$ cat src/rtl/prog_loader_if.sv
// Boot loader bus bundle: byte stream in, instruction-memory write port and CPU control out.
interface prog_loader_if;
  logic [7:0]  rx_data;
  logic        rx_valid;
  logic        rx_ready;
  logic [15:0] instr_addr2;
  logic [15:0] instr_data2;
  logic        instr_wen2;
  logic        cpu_hold;
  logic        cpu_start;
  logic [15:0] start_pc;
  logic        busy;
  logic        done;
  logic        error;

  // Loader side: consumes the stream, drives memory writes and CPU control
  modport master (
    input  rx_data, rx_valid,
    output rx_ready, instr_addr2, instr_data2, instr_wen2,
           cpu_hold, cpu_start, start_pc, busy, done, error
  );

  // Environment side: stream source, memory and CPU
  modport slave (
    output rx_data, rx_valid,
    input  rx_ready, instr_addr2, instr_data2, instr_wen2,
           cpu_hold, cpu_start, start_pc, busy, done, error
  );
endinterface

$ cat src/rtl/prog_loader.sv
// Boot-time program loader: parses a framed byte stream, writes 16-bit words into
// instruction memory and releases the CPU once the image checksum verifies.
module prog_loader #(
  parameter int unsigned TIMEOUT   = 1024,
  parameter logic [7:0]  SYNC_BYTE = 8'hA5
) (
  input logic         clk,
  input logic         reset,
  prog_loader_if.master bus
);

  localparam int unsigned TW = $clog2(TIMEOUT + 1);

  typedef enum logic [2:0] {
    IDLE, HDR_ADDR, HDR_LEN, LOAD, CHECK, DONE, ERR
  } state_t;

  state_t        state_q, state_d;
  logic [7:0]    hi_q, hi_d;
  logic          ph_q, ph_d;            // 1 = high byte held, next byte completes a word
  logic [15:0]   addr_q, addr_d;        // next write address
  logic [15:0]   rem_q, rem_d;          // data words still expected
  logic [15:0]   csum_q, csum_d;
  logic [TW-1:0] tmo_q, tmo_d;
  logic [TW-1:0] tmo_inc;

  logic          rx_ready_q, rx_ready_d;
  logic          wen_q, wen_d;
  logic [15:0]   waddr_q, waddr_d;
  logic [15:0]   wdata_q, wdata_d;
  logic          hold_q, hold_d;
  logic          start_q, start_d;
  logic [15:0]   pc_q, pc_d;
  logic          busy_q, busy_d;
  logic          done_q, done_d;
  logic          error_q, error_d;

  logic          accept;
  logic          in_frame;
  logic          word_done;
  logic [15:0]   word;

  assign accept    = bus.rx_valid & rx_ready_q;
  assign in_frame  = (state_q == HDR_ADDR) || (state_q == HDR_LEN) ||
                     (state_q == LOAD)     || (state_q == CHECK);
  assign word_done = accept & ph_q & in_frame;
  assign word      = {hi_q, bus.rx_data};
  assign tmo_inc   = TW'(tmo_q + TW'(1));

  // Next-state, word assembly, checksum, timeout and registered-output values
  always_comb begin
    state_d = state_q;
    hi_d    = hi_q;
    ph_d    = ph_q;
    addr_d  = addr_q;
    rem_d   = rem_q;
    csum_d  = csum_q;
    tmo_d   = tmo_q;
    wen_d   = 1'b0;
    waddr_d = waddr_q;
    wdata_d = wdata_q;
    pc_d    = pc_q;

    if (in_frame) begin
      if (accept) begin
        tmo_d = '0;
        if (!ph_q) begin
          hi_d = bus.rx_data;
          ph_d = 1'b1;
        end else begin
          ph_d = 1'b0;
        end
      end else begin
        tmo_d = tmo_inc;
        if (tmo_inc == TW'(TIMEOUT)) state_d = ERR;
      end
    end

    case (state_q)
      IDLE: begin
        if (accept && (bus.rx_data == SYNC_BYTE)) begin
          state_d = HDR_ADDR;
          ph_d    = 1'b0;
          tmo_d   = '0;
          csum_d  = '0;
        end
      end
      HDR_ADDR: begin
        if (word_done) begin
          addr_d  = word;
          pc_d    = word;
          state_d = HDR_LEN;
        end
      end
      HDR_LEN: begin
        if (word_done) begin
          rem_d   = word;
          csum_d  = '0;
          state_d = (word == 16'h0000) ? CHECK : LOAD;
        end
      end
      LOAD: begin
        if (word_done) begin
          wen_d   = 1'b1;
          waddr_d = addr_q;
          wdata_d = word;
          addr_d  = 16'(addr_q + 16'd1);
          csum_d  = csum_q ^ word;
          rem_d   = 16'(rem_q - 16'd1);
          if (rem_q == 16'd1) state_d = CHECK;
        end
      end
      CHECK: begin
        if (word_done) state_d = (word == csum_q) ? DONE : ERR;
      end
      default: ;
    endcase

    rx_ready_d = (state_d != DONE) && (state_d != ERR);
    busy_d     = (state_d == HDR_ADDR) || (state_d == HDR_LEN) ||
                 (state_d == LOAD)     || (state_d == CHECK);
    done_d     = (state_d == DONE);
    error_d    = (state_d == ERR);
    hold_d     = (state_d != DONE);
    start_d    = (state_d == DONE) && (state_q != DONE);
  end

  // State and output registers
  always_ff @(posedge clk or posedge reset) begin
    if (reset) begin
      state_q    <= IDLE;
      hi_q       <= '0;
      ph_q       <= 1'b0;
      addr_q     <= '0;
      rem_q      <= '0;
      csum_q     <= '0;
      tmo_q      <= '0;
      rx_ready_q <= 1'b0;
      wen_q      <= 1'b0;
      waddr_q    <= '0;
      wdata_q    <= '0;
      hold_q     <= 1'b1;
      start_q    <= 1'b0;
      pc_q       <= '0;
      busy_q     <= 1'b0;
      done_q     <= 1'b0;
      error_q    <= 1'b0;
    end else begin
      state_q    <= state_d;
      hi_q       <= hi_d;
      ph_q       <= ph_d;
      addr_q     <= addr_d;
      rem_q      <= rem_d;
      csum_q     <= csum_d;
      tmo_q      <= tmo_d;
      rx_ready_q <= rx_ready_d;
      wen_q      <= wen_d;
      waddr_q    <= waddr_d;
      wdata_q    <= wdata_d;
      hold_q     <= hold_d;
      start_q    <= start_d;
      pc_q       <= pc_d;
      busy_q     <= busy_d;
      done_q     <= done_d;
      error_q    <= error_d;
    end
  end

  assign bus.rx_ready    = rx_ready_q;
  assign bus.instr_wen2  = wen_q;
  assign bus.instr_addr2 = waddr_q;
  assign bus.instr_data2 = wdata_q;
  assign bus.cpu_hold    = hold_q;
  assign bus.cpu_start   = start_q;
  assign bus.start_pc    = pc_q;
  assign bus.busy        = busy_q;
  assign bus.done        = done_q;
  assign bus.error       = error_q;

endmodule
$ cat src/flat_wrapper.sv
// flat-port wrapper written by rule: the top's interface ports become plain ports
module prog_loader_flat 
#(
  parameter int unsigned TIMEOUT   = 1024,
  parameter logic [7:0]  SYNC_BYTE = 8'hA5
)
  (clk, reset, bus_rx_data, bus_rx_valid, bus_rx_ready, bus_instr_addr2, bus_instr_data2, bus_instr_wen2, bus_cpu_hold, bus_cpu_start, bus_start_pc, bus_busy, bus_done, bus_error);
  prog_loader_if bus_i ();
  input logic clk;
  input logic reset;
  input wire logic [$bits(bus_i.rx_data)-1:0] bus_rx_data;
  input wire logic [$bits(bus_i.rx_valid)-1:0] bus_rx_valid;
  output wire logic [$bits(bus_i.rx_ready)-1:0] bus_rx_ready;
  output wire logic [$bits(bus_i.instr_addr2)-1:0] bus_instr_addr2;
  output wire logic [$bits(bus_i.instr_data2)-1:0] bus_instr_data2;
  output wire logic [$bits(bus_i.instr_wen2)-1:0] bus_instr_wen2;
  output wire logic [$bits(bus_i.cpu_hold)-1:0] bus_cpu_hold;
  output wire logic [$bits(bus_i.cpu_start)-1:0] bus_cpu_start;
  output wire logic [$bits(bus_i.start_pc)-1:0] bus_start_pc;
  output wire logic [$bits(bus_i.busy)-1:0] bus_busy;
  output wire logic [$bits(bus_i.done)-1:0] bus_done;
  output wire logic [$bits(bus_i.error)-1:0] bus_error;
  assign bus_i.rx_data = bus_rx_data;
  assign bus_i.rx_valid = bus_rx_valid;
  assign bus_rx_ready = bus_i.rx_ready;
  assign bus_instr_addr2 = bus_i.instr_addr2;
  assign bus_instr_data2 = bus_i.instr_data2;
  assign bus_instr_wen2 = bus_i.instr_wen2;
  assign bus_cpu_hold = bus_i.cpu_hold;
  assign bus_cpu_start = bus_i.cpu_start;
  assign bus_start_pc = bus_i.start_pc;
  assign bus_busy = bus_i.busy;
  assign bus_done = bus_i.done;
  assign bus_error = bus_i.error;
  prog_loader #(.TIMEOUT(TIMEOUT), .SYNC_BYTE(SYNC_BYTE)) u_core (.clk(clk), .reset(reset), .bus(bus_i));
endmodule
$ cat config.mk
export PLATFORM = sky130hd
export DESIGN_NAME = prog_loader_flat
export DESIGN_NICKNAME = d
export VERILOG_FILES = /design/src/rtl/prog_loader_if.sv /design/src/rtl/prog_loader.sv /design/src/flat_wrapper.sv
export SDC_FILE = /design/constraint.sdc
export NUM_CORES = 1
export LEC_CHECK = 0
export CORE_ASPECT_RATIO = 1.5
export CORE_MARGIN = 2
export CORE_UTILIZATION = 57
export DETAILED_ROUTE_END_ITERATION = 6
export PLACE_DENSITY = 0.92
export SLEW_MARGIN = 20
export SYNTH_ARGS = -nofsm -noshare
export SYNTH_HDL_FRONTEND = slang
export SYNTH_SLANG_ARGS = --single-unit
$ cat constraint.sdc
create_clock -name clk -period 5.7 [get_ports clk]
set_input_delay 0.855 -clock clk [delete_from_list [all_inputs] [get_ports clk]]
set_output_delay 0.855 -clock clk [all_outputs]
set_load 0.005 [all_outputs]
==> impl_metrics.ini, run 1 <==
[placement]
gp_congestion = 0.935
postPlaceCellArea_um2 = 6950
portBuffers = 65
place_ws_ns = 1.71
dpl.hpwl_mm = 11.0

[logic_synthesis]
yosys.area_share.adder = 0.00996
synthSimpleGateAreaFrac = 0.214
netlist_instances = 703
synth_seq_cells = 126
syn_nets = 719
synth_cell_type_count = 62
dominantRegCellSynth = dfrtp_1
ys_seq_area_frac = 0.502
synth_xor_area_frac = 0.0223
synth_compound_area_frac = 0.162
syn-cell-area_um2 = 6280
yosysWarnings = 0
synth_edf_count = 0
synth_top_family_by_area = simple AND/OR/NAND/NOR gates
async_flop_share = 1.00
muxShareOfSynthArea = 0.0462
syn_avg_cell_area_um2 = 8.94

[worst_hold_path]
hold_path_class = flip-flop to flip-flop
whs_endpoint = u_core.bus.instr_addr2[12]
hp-start = u_core.bus.instr_addr2[12]
whs_path_depth = 2

[setup_path]
cp-start-kind = primary input
end_kind = flip-flop
critPathMostFrequentCell = o21ai_0
r2r_cells = 9
path_depth = 10
r2r_start = u_core.bus.rx_ready
path_cells = clkdlybuf4s50_1 -> nand2_1 -> clkinv_1 -> ha_1 -> inv_1 -> nor3_1 -> buf_4 -> nor2_1 -> o21ai_0 -> o21ai_0
r2r_setup_slack_ns = 2.42
crit_type = primary input to flip-flop
cp.arrival_ns = 4.04
critPathRequiredTime_ns = 6.01
reg2reg_to = u_core.csum_q[0]
critPathMaxStageDelay_ns = 0.72
timing.critical_path.max_delay_family = buffers and inverters
cp.buffers_inverters = 4
crit_slowest_cell = nor2_1
worstSetupStartpoint = bus_rx_valid
cp_max_fo = 16

[cts]
cts.sinks = 126
clk_pin_slew_worst_paths_ns = 0.05
cts_buffers = 17
cts_setup_buffers = 0
clock_latency_ns = 0.41
ctsLongestPathBuffers = 2
cts-root-buf = clkbuf_16
cts_resized = 0
cts_hold_buffers = 0
tritoncts = built
cts.htree.levels = 4

[timing]
rsz0062_at_grt = false
fmax_mhz = 268
worst_pin_slew_ns = 1.04
finalSetupViolations = 0
max-slew-margin-rel = 0.306
clock_skew_ns = 0.0103
timing.final.crit_share = 0.655
final_hold_viol_count = 0
setup_tns_ns = 0
min_period_ns = 3.73
maxSlewViolCount = 0
setup_slack_ns = 1.97
holdWs_ns = 0.471

[route]
wl_mm = 16.9
drt_iter0_markers = 656
dr.pass1.iters = 7
vias = 5602
via_per_inst = 6.18
ant_nets = 0
drt-wirelength-per-cell_um = 18.6
drc = 0

[run_status]
outcome = completed

[power_and_ir_drop]
p_leak_nw = 3.46
power_density_nw_per_um2 = 286
ir_worst_vdd_v = 0.000275

[die]
die_w_um = 89.7
ios = 66
core_area_um2 = 10900
rows = 47
die_h_um = 133
initial_core_util = 0.578
dieArea_um2 = 11900

[cells_and_area]
synthToLayoutAreaGrowth_pct = 20.7
insertedDiodeCount = 0
finish.net_count = 762
final_common_cell = nand2_1
drive_above_1_share = 0.107
design_area_um2 = 7580
layout_common_cells = nand2_1, dfrtp_1, o21ai_0, clkdlybuf4s50_1, nor2_1

[grt]
grt-ovfl-total = 0
grt_pass1_vias = 5443
grt_pass1_wl_mm = 27.2
antenna_found_initial = 0
grt_max_degree = 60
grt_use_total = 0.287

[flow_run]
maxCapViolations = 0
[flip-flops by register name (all words and copies together) (netlist names)]
signal / cells
u_core.addr_q: 16
u_core.bus.busy: 1
u_core.bus.cpu_hold: 1
u_core.bus.cpu_start: 1
u_core.bus.done: 1
u_core.bus.error: 1
u_core.bus.instr_addr2: 16
u_core.bus.instr_data2: 16
u_core.bus.instr_wen2: 1
u_core.bus.rx_ready: 1
u_core.bus.start_pc: 16
u_core.csum_q: 16
u_core.hi_q: 8
u_core.ph_q: 1
u_core.rem_q: 16
u_core.state_q: 3
u_core.tmo_q: 11
[synthesized netlist by cell type (2+ instances only)]
cell type | n | area (um2)
a22oi_1 | 3 | 22.5
mux2i_1 | 2 | 20.0
and3_1 | 7 | 43.8
nor2_1 | 62 | 233
a211oi_1 | 2 | 15.0
nand4_1 | 6 | 37.5
and2_1 | 8 | 50.1
o31ai_1 | 2 | 15.0
a31oi_1 | 8 | 50.1
nand4b_1 | 3 | 26.3
nand3_1 | 18 | 90.1
a2bb2oi_1 | 3 | 26.3
nand2b_1 | 5 | 31.3
inv_1 | 10 | 37.5
buf_1 | 5 | 18.8
and2b_2 | 2 | 17.5
o22ai_1 | 3 | 18.8
a41oi_1 | 2 | 17.5
dfrtp_1 | 125 | 3130
xnor2_1 | 14 | 123
or4_4 | 2 | 22.5
or3_1 | 2 | 12.5
or4_1 | 2 | 15.0
nor3_1 | 19 | 95.1
nor4_1 | 10 | 62.6
a21oi_1 | 51 | 255
o21ai_1 | 2 | 10.0
clkbuf_1 | 34 | 128
ha_1 | 5 | 62.6
o21ai_0 | 83 | 415
xor2_1 | 2 | 17.5
clkbuf_8 | 2 | 27.5
mux2_2 | 24 | 270
a211oi_2 | 2 | 25.0
nand2_1 | 143 | 537
buf_2 | 2 | 10.0
buf_6 | 3 | 33.8
[per-stage QoR]
step	cells	utilization	total power [W]
2_1_floorplan	703	-	0.00100
3_3_place_gp	874	0.639	0.00103
3_5_place_dp	874	0.639	0.00104
4_1_cts	906	0.696	0.00217
5_1_grt	906	0.697	0.00223
6_report	906	0.697	0.00217
[cells by family after synthesis]
logic type,after synthesis
AO/OA/AOI/OAI,175
XOR/XNOR,16
adder cells (fa/ha/maj),5
buffers and inverters,59
flip-flops,126
multiplexers,26
AND/OR/NAND/NOR,296
[routing by layer]
layer  global-route usage  up-vias  wire, um
met2                0.500      303      8520
met5                    0        -         0
met3               0.0655       83      1290
met4                0.150        0       848
li1                     -     2526         -
met1                0.330     2690      6230
[worst max-delay path by stage]
stage	end	slack, ns
floorplan	u_core.addr_q[0]	1.49
global placement	u_core.csum_q[4]	1.90
detailed placement	u_core.csum_q[0]	1.71
CTS	u_core.csum_q[0]	2.08
global route	u_core.csum_q[13]	1.63
finish	u_core.csum_q[0]	1.97
[final cells by class]
type,instances,area (um2)
Fill cell,783,3300
Clock inverter,10,160
Sequential cell,126,3150
Multi-Input combinational cell,518,2870
Timing Repair Buffer,72,703
Inverter,11,43.8
Clock buffer,22,464
Tap cell,147,184
[power by group]
part           internal (W)   total, W  switching [W]
clock              0.000755    0.00114       0.000387
sequential         0.000912   0.000935      0.0000227
combinational     0.0000342  0.0000911      0.0000569
total               0.00170    0.00217       0.000467
[worst register-to-register path: stages (launching register included)]
cell      delay, ns
dfrtp_1        0.39
nand2_1        0.33
clkinv_1       0.36
ha_1           0.41
inv_1          0.29
nor3_1         0.08
buf_4          0.20
nor2_1         0.72
o21ai_0        0.25
o21ai_0        0.16
Power figures use the tool's default switching activity.
==> inputs of run 2 (changes only) <==
--- a/config.mk
+++ b/config.mk
@@ -7,9 +7,9 @@
 export LEC_CHECK = 0
 export CORE_ASPECT_RATIO = 1.5
 export CORE_MARGIN = 2
-export CORE_UTILIZATION = 57
+export CORE_UTILIZATION = 51
 export DETAILED_ROUTE_END_ITERATION = 6
-export PLACE_DENSITY = 0.92
+export PLACE_DENSITY = 0.88
 export SLEW_MARGIN = 20
 export SYNTH_ARGS = -nofsm -noshare
 export SYNTH_HDL_FRONTEND = slang
==> constraint.sdc (replaced) <==
create_clock -name clk -period 3.3 [get_ports clk]
set_input_delay 0.495 -clock clk [delete_from_list [all_inputs] [get_ports clk]]
set_output_delay 0.495 -clock clk [all_outputs]
set_load 0.005 [all_outputs]
==> run 2 against run 1 <==
Critical endpoint is now u_core.bus.rx_ready; power rose by 78%; sequential share of layout area decreased by 0.83 points; combinational power increased by 82%; sequential cell count unchanged; critical path type is now flip-flop to flip-flop; via count grew 0.80%; routed wire length barely moved; die area up 11%; clock-buffer cell count down 2; non-clock buffer count increased by 14; cell count increased by 2.2%.
==> impl_metrics.ini, run 2 (synthesized netlist as in run 1, its figures left out) <==
[run_status]
outcome = completed

[cts]
cts.htree.levels = 4
cts_resized = 0
tritoncts = built
cts-root-buf = clkbuf_16
cts_hold_buffers = 0
cts_buffers = 17
cts_setup_buffers = 0
clk_pin_slew_worst_paths_ns = 0.06
ctsLongestPathBuffers = 2
cts.sinks = 126
clock_latency_ns = 0.42

[setup_path]
end_kind = flip-flop
r2r_setup_slack_ns = 0.59
reg2reg_to = u_core.bus.rx_ready
r2r_cells = 8
r2r_start = u_core.tmo_q[0]
worstSetupStartpoint = u_core.tmo_q[0]
cp_max_fo = 6
critPathRequiredTime_ns = 3.58
cp-start-kind = flip-flop
crit_type = flip-flop to flip-flop
cp.arrival_ns = 2.99
endpoint = u_core.bus.rx_ready

[placement]
dpl.hpwl_mm = 10.6
dpl.cell_count = 894
portBuffers = 65
gp_congestion = 0.921

[timing]
final_hold_viol_count = 0
maxSlewViolCount = 0
setup_tns_ns = 0
fmax_mhz = 369
min_period_ns = 2.71
max-slew-margin-rel = 0.392
worst_pin_slew_ns = 0.909
finalSetupViolations = 0
clock_skew_ns = 0.0102
timing.final.crit_share = 0.821
rsz0062_at_grt = false

[cells_and_area]
fillers = 922
multi_input_area_um2 = 2860
finish.net_count = 776
drive_above_1_share = 0.124
synthToLayoutAreaGrowth_pct = 23.1
final_common_cell = nand2_1
insertedDiodeCount = 0
layout_common_cells = nand2_1, dfrtp_1, o21ai_0, clkdlybuf4s50_1, nor2_1
seq_area_um2 = 3150
final_cells = 926

[route]
routed.top_layer = met4
ant_nets = 0
dr_wl_met3_mm = 1.24
dr.pass1.iters = 6
drt-wirelength-per-cell_um = 18.2
drt_iter0_markers = 599
via_per_inst = 6.10
drt-met1-wl_mm = 6.33
wl_met2_mm = 8.39
vias = 5647
wl_mm = 16.9
drc = 0

[die]
rows = 49
initial_core_util = 0.523
core_area_um2 = 12000
die_h_um = 140
dieArea_um2 = 13200
ios = 66
die_w_um = 94.6

[flow_run]
maxCapViolations = 0

[grt]
grt_use_total = 0.271
antenna_found_initial = 0
grt_pass1_wl_mm = 28.0
grt_pass1_vias = 5467
grt-ovfl-total = 0
grt_max_degree = 127

[worst_hold_path]
hold_path_class = flip-flop to flip-flop

[power_and_ir_drop]
power_density_nw_per_um2 = 500
ir_worst_vdd_v = 0.000345
p_leak_nw = 3.55
run 2: metal layers:
metal	up-vias	GRT usage
met1	2700	0.334
met5	-	0
met2	322	0.433
li1	2554	-
met4	0	0.155
met3	71	0.0608
run 2: where the power goes:
group | switching [W] | leakage [nW] | internal [W]
clock network | 0.000702 | 0.321 | 0.00139
logic | 0.0000998 | 1.50 | 0.0000662
registers | 0.0000382 | 1.73 | 0.00158
total | 0.000840 | 3.55 | 0.00303
run 2: through the flow:
stage / util / setup WS, ns / hold WS (ns) / instance area (um2) / power (W)
4_1_cts: 0.644 / 0.664 / 0.476 / 7740 / 0.00389
5_1_grt: 0.644 / 0.442 / 0.496 / 7740 / 0.00398
3_5_place_dp: 0.589 / 0.424 / 0.462 / 7070 / 0.00180
6_report: 0.644 / 0.591 / 0.472 / 7740 / 0.00387
3_3_place_gp: 0.589 / 0.457 / 0.457 / 7070 / 0.00180
2_1_floorplan: - / 0.541 / 0.453 / 6290 / 0.00173
run 2: how the worst min path moves through the flow:
stage	start	to	cells past startpoint
after CTS	u_core.bus.instr_addr2[4]	u_core.bus.instr_addr2[4]	2
after detailed placement	u_core.bus.instr_addr2[6]	u_core.bus.instr_addr2[6]	2
final	u_core.bus.instr_addr2[10]	u_core.bus.instr_addr2[10]	2
after global placement	u_core.bus.instr_addr2[15]	u_core.bus.instr_addr2[15]	2
after global routing	u_core.bus.instr_addr2[6]	u_core.bus.instr_addr2[6]	2
after floorplan	u_core.addr_q[11]	u_core.bus.instr_addr2[11]	2
run 2: layout make-up:
type	count	area share
timing repair buffer	86	0.106
tap	153	0.0247
clock buffer	20	0.0590
multi-input combinational	518	0.370
sequential	126	0.408
clock inverter	12	0.0267
inverter	11	0.00582
run 2: worst max-delay path, cell delays in order, from the launching register on:
cell,delay [ns]
dfrtp_1,0.43
ha_1,0.27
and2_1,0.22
a311oi_1,0.28
a31oi_1,0.09
nor4_1,0.58
a21oi_1,0.19
a211oi_2,0.38
o21ai_1,0.13
